--- src/rtl/danmaku_stream_sched.sv ---
// danmaku_stream_sched: turns a source pixel stream into framed overlay FIFO writes
// (frame marker, line markers, pixel words) with FIFO/source back-pressure.
module danmaku_stream_sched #(
    parameter logic [31:0] FILL_WORD = 32'h0000_0000
) (
    input  logic        clk,
    input  logic        rst,
    input  logic        enable,
    input  logic        blank,
    input  logic [15:0] screenX,
    input  logic [15:0] screenY,
    input  logic        src_valid,
    input  logic [31:0] src_data,
    output logic        src_ready,
    input  logic        fifoAlmostFull,
    output logic        fifoWrreq,
    output logic [31:0] fifoData_out,
    output logic        busy,
    output logic [15:0] frameCnt,
    output logic [15:0] curX,
    output logic [15:0] curY
);
    typedef enum logic [1:0] {IDLE, VMARK, HMARK, PIXELS} state_t;

    state_t      state_q, state_d;
    logic [15:0] limx_q, limx_d, limy_q, limy_d;
    logic [15:0] curx_q, curx_d, cury_q, cury_d;
    logic [15:0] frame_q, frame_d;
    logic        wr_q, wr_d;
    logic [31:0] data_q, data_d;

    logic        dims_ok, emit, slot, line_end, frame_end;
    logic [31:0] word;
    logic        unused_lsbs;

    assign unused_lsbs = ^src_data[6:0];

    assign dims_ok   = (screenX != 16'd0) && (screenY != 16'd0);
    // A zero-sized resolution seen at VMARK abandons the frame instead of writing a marker.
    assign emit      = (state_q == VMARK && dims_ok) || (state_q == HMARK)
                     || (state_q == PIXELS && (blank || src_valid));
    assign slot      = emit && !fifoAlmostFull;
    assign word      = (state_q == VMARK) ? 32'h0000_0002 :
                       (state_q == HMARK) ? 32'h0000_0001 :
                       blank ? FILL_WORD : {src_data[31:7], 7'b0};
    assign line_end  = curx_q == limx_q - 16'd1;
    assign frame_end = line_end && (cury_q == limy_q - 16'd1);

    assign src_ready    = rst && (state_q == PIXELS) && !blank && src_valid && !fifoAlmostFull;
    assign fifoWrreq    = wr_q;
    assign fifoData_out = data_q;
    assign busy         = state_q != IDLE;
    assign frameCnt     = frame_q;
    assign curX         = curx_q;
    assign curY         = cury_q;

    always_comb begin
        state_d = state_q;
        limx_d  = limx_q;
        limy_d  = limy_q;
        curx_d  = curx_q;
        cury_d  = cury_q;
        frame_d = frame_q;
        wr_d    = slot;
        data_d  = slot ? word : data_q;
        case (state_q)
            IDLE: begin
                if (enable && dims_ok)
                    state_d = VMARK;
            end
            VMARK: begin
                if (!dims_ok) begin
                    state_d = IDLE;
                end else if (slot) begin
                    limx_d  = screenX;
                    limy_d  = screenY;
                    curx_d  = 16'd0;
                    cury_d  = 16'd0;
                    state_d = HMARK;
                end
            end
            HMARK: begin
                if (slot) begin
                    curx_d  = 16'd0;
                    state_d = PIXELS;
                end
            end
            PIXELS: begin
                if (slot) begin
                    curx_d = line_end ? 16'd0 : curx_q + 16'd1;
                    if (frame_end) begin
                        frame_d = frame_q + 16'd1;
                        state_d = enable ? VMARK : IDLE;
                    end else if (line_end) begin
                        cury_d  = cury_q + 16'd1;
                        state_d = HMARK;
                    end
                end
            end
            default: state_d = IDLE;
        endcase
    end

    always_ff @(posedge clk or negedge rst) begin
        if (!rst) begin
            state_q <= IDLE;
            limx_q  <= 16'd0;
            limy_q  <= 16'd0;
            curx_q  <= 16'd0;
            cury_q  <= 16'd0;
            frame_q <= 16'd0;
            wr_q    <= 1'b0;
            data_q  <= 32'd0;
        end else begin
            state_q <= state_d;
            limx_q  <= limx_d;
            limy_q  <= limy_d;
            curx_q  <= curx_d;
            cury_q  <= cury_d;
            frame_q <= frame_d;
            wr_q    <= wr_d;
            data_q  <= data_d;
        end
    end
endmodule

--- config.mk ---
export PLATFORM = sky130hd
export DESIGN_NAME = danmaku_stream_sched
export DESIGN_NICKNAME = d
export VERILOG_FILES = /design/src/rtl/danmaku_stream_sched.sv
export SDC_FILE = /design/constraint.sdc
export NUM_CORES = 1
export LEC_CHECK = 0
export BUFFER_PORTS_ARGS = -buffer_cell sky130_fd_sc_hd__buf_2
export CAP_MARGIN = 30
export CORE_MARGIN = 8
export CORE_UTILIZATION = 40
export CTS_CLUSTER_SIZE = 25
export DETAILED_ROUTE_END_ITERATION = 10
export HOLD_SLACK_MARGIN = 0.02
export PLACE_DENSITY_LB_ADDON = 0.12
export SYNTH_ARGS = -nofsm -noshare
export SYNTH_HDL_FRONTEND = slang
export SYNTH_SLANG_ARGS = --single-unit
--- constraint.sdc ---
create_clock -name clk -period 8.3 [get_ports clk]
set_input_delay 0.83 -clock clk [delete_from_list [all_inputs] [get_ports clk]]
set_output_delay 0.83 -clock clk [all_outputs]
set_load 0.05 [all_outputs]
==> summary.md <==
| Metric | Value |
|---|---|
| Post-CTS Setup Inserts | `0` |
| Final ANT Viol Nets | `0` |
| Final Net Count | `about 860` |
| Slowest cell delay on critical path | `roughly 0.8 ns` |
| Syn_area_per_cell | `just over 9 sq um` |
| Starting DRT DRC Count | `around 440` |
| Drt wl/cell | `roughly 17 um` |
| Worst min path class | `flip-flop to flip-flop` |
| Total core area | `about 15000 sq um` |
| Net Sw Frac | `0.371` |
| Clock power frac | `0.310` |
| Synth Instances | `around 660` |
| Later-pin clock latency in the skew report | `about 0.36 ns` |
| Pre-Repair DR Iteration Count | `5` |
| Die Footprint | `about 19000 sq um` |
| Cell Count, Final, Fillers Out | `975` |
| Final GP Congestion | `between 0.8 and 0.9` |
| Hold-fix buffers, CTS | `0` |
| # diodes | `0` |
| Sinks on Clock Net | `110` |
| FF+latch count, synth | `110` |
| Via count | `about 5300` |
| Post-synthesis sequential area ratio | `0.452` |
| Rows | `45` |
| EDFF count, synth | `0` |
| Status | `finished clean` |
| Final worst-path cycle share | `0.485` |
| Share of layout cells above drive strength 1 | `0.263` |
| H-tree levels | `3` |
| Inst Count DP | `959` |
| Crit path time final | `4.02 ns` |
| Async SR Flop Fraction | `1.00` |
| Maximum vdd drop | `about 130 uV` |
| CP startpoint kind | `flip-flop` |
| Final hold viol count | `0` |
| Pwr Density | `approximately 200 nW/um^2` |
| # port buffers | `140` |
| Die Y | `between 100 and 150 um` |
| Slew headroom | `0.352` |
| Initial cell density of the core | `0.405` |
| Largest net degree at the start of global routing | `63` |
| Buf/Inv on CP | `2` |
| Synth-to-Final Area Change | `18.8%` |
| CP delay by family, top | `simple AND/OR/NAND/NOR gates` |
| Fmax | `249 MHz` |
| Fin. max-slew vios | `0` |
| Cts repair resizes | `0` |
| # Max-Cap Violations | `0` |
| CTS Root Cell | `clkbuf_16` |
| CP max FO | `16` |
| WS Path Type | `flip-flop to flip-flop` |
| Slew @ Worst Pin | `~0.96 ns` |
| CP cell instances | `inv_1, ha_1, nor4b_1, nand3_1, mux2i_1, nor3_1, nor4_1, buf_4, o31a_1, or4_1, mux2_1` |
| Leak | `3.66 nW` |
| Switching power | `about 540 uW` |
| Detailed-route wire length | `roughly 17 mm` |
| Post-DP HPWL | `12.2 mm` |
| Ys flop type | `dfrtp_1` |
| Worst Skew | `roughly 0.0058 ns` |
| RSZ-0062 raised after global routing | `no` |
| CTS tree | `built` |
| Drt via density | `around 5.5` |
| CTS Buffer Depth | `2` |
| Worst EP required | `8.54 ns` |
| Finished Core Util | `0.482` |
| Worst-path clk slew | `about 0.080 ns` |
| Internal Power | `just over 900 uW` |
| Antenna violations before repair | `1` |
| Yosys warns | `0` |
| GRT overflow | `0` |
| Hold WS | `between 0.4 and 0.5 ns` |
| I/O pin count | `approximately 150` |
| Setup crit end kind | `flip-flop` |
| First-pass GRT wire length | `27.6 mm` |
| Logic pwr share | `0.262` |
| Mapped cell area | `just over 6000 sq um` |
| DRC Markers | `0` |
| Tot GR Track Use | `0.173` |
| Number of buffers created by CTS | `9` |
| Slowest cell on crit path | `nor4b_1` |
| Setup violators final | `0` |
| Die Wd | `139 um` |
| CP arrival | `4.26 ns` |
| Total chip power | `between 1 and 1.5 mW` |
| TNS Setup | `0 ns` |
| Synth cell types | `around 60` |
| Vias in the first global route | `approximately 5400` |
| Sequential power share | `0.428` |
==> cell usage in the layout (no fill, tap or decap), drive strengths merged, types with 12 or more instances in the layout <==
cell	instances
nand3	59
nor2	33
xnor2	36
mux2	32
inv	22
nor3	26
nand2	88
dfrtp	110
buf	146
and3	12
nand4	19
o21ai	26
xor2	25
nor4	23
==> flip-flops by register name, indices dropped and copies added (netlist names) <==
name,flops
curX,16
curY,16
fifoData_out,27
fifoWrreq,1
frameCnt,16
limx_q,16
limy_q,16
state_q,2
==> cells in the mapped netlist, types with 2 or more instances <==
cell type  number  area (sq um)
or4b_2          2          20.0
buf_1           7          26.3
a211o_1         4          35.0
nand4_1        19           119
o21ai_0        26           130
nor2_1         33           124
xor2_1         25           219
o31ai_1         3          22.5
nand2b_1        7          43.8
inv_1          20          75.1
a21boi_0        2          15.0
or4_1           9          67.6
dfrtp_1       110          2750
nor4b_1         2          17.5
nor2b_1         8          50.1
clkbuf_1       24          90.1
a32oi_1         2          17.5
or3_1           8          50.1
mux2_2         31           349
nand3_1        58           290
mux2i_1         2          20.0
a31oi_1         4          25.0
or2_2           3          18.8
nor3_1         26           130
o31a_1          2          17.5
buf_4           5          37.5
nand2_1        88           330
nor4_1         22           138
and3_1         12          75.1
a21o_1          2          15.0
and4_1          2          17.5
a21oi_1        11          55.1
nand3b_1        4          30.0
xnor2_1        36           315
ha_1            5          62.6
a31o_2          2          17.5
o211ai_1        5          37.5
o22ai_1         4          25.0
==> worst paths after layout <==
path | startpoint | to | slack (ns) | depth (start not counted)
min | frameCnt[15] | frameCnt[15] | 0.46 | 1
min reg2reg | frameCnt[15] | frameCnt[15] | 0.46 | 1
max in group asynchronous | rst | limy_q[6] | 6.57 | 2
max | limy_q[0] | curY[14] | 4.28 | 11
max reg2reg | limy_q[0] | curY[14] | 4.28 | 11
min in group asynchronous | rst | limx_q[10] | 0.47 | 1
==> logic make-up (layout without fill, tap and decap cells) <==
family,count (synthesis),count (layout),share of synthesized area
fa+ha+maj,5,5,0.0103
other cells,1,5,0.000615
mux,34,34,0.0624
buf+inv,59,184,0.0396
xor+xnor,62,62,0.0914
simple gates,312,312,0.263
flops,110,110,0.452
compound gates,75,75,0.0807
==> power groups by stage <==
stage               combinational (mW)  sequential [mW]  clock [mW]
floorplan                        0.132            0.761           0
CTS                              0.385            0.620       0.458
global placement                 0.381            0.627           0
global route                     0.415            0.628       0.484
detailed placement               0.384            0.629           0
finish                           0.380            0.619       0.449
==> metrics by stage <==
stage	setup slack [ns]	instance area, sq um
2_1_floorplan	4.73	6110
3_3_place_gp	4.20	6940
3_5_place_dp	4.14	6940
4_1_cts	4.30	7240
5_1_grt	4.09	7240
6_report	4.28	7240
==> routing by layer <==
layer  global-route usage  vias to the layer above  wire length [um]
li1                     -                     2568                 -
met1                0.219                     2559              7510
met2                0.266                      168              7570
met3               0.0763                       21              1510
met4               0.0410                        2               224
met5                    0                        -                13
==> cell type report <==
| class | instances | area, sq um |
|---|---|---|
| fillers | 1452 | 7790 |
| clock buffers | 10 | 229 |
| inverters | 22 | 82.6 |
| repair buffers | 146 | 748 |
| well taps | 188 | 235 |
| clock inverters | 6 | 71.3 |
| multi-input cells | 493 | 3120 |
| flip-flops and latches | 110 | 2750 |
No activity file was read; power rests on OpenSTA's default activity.
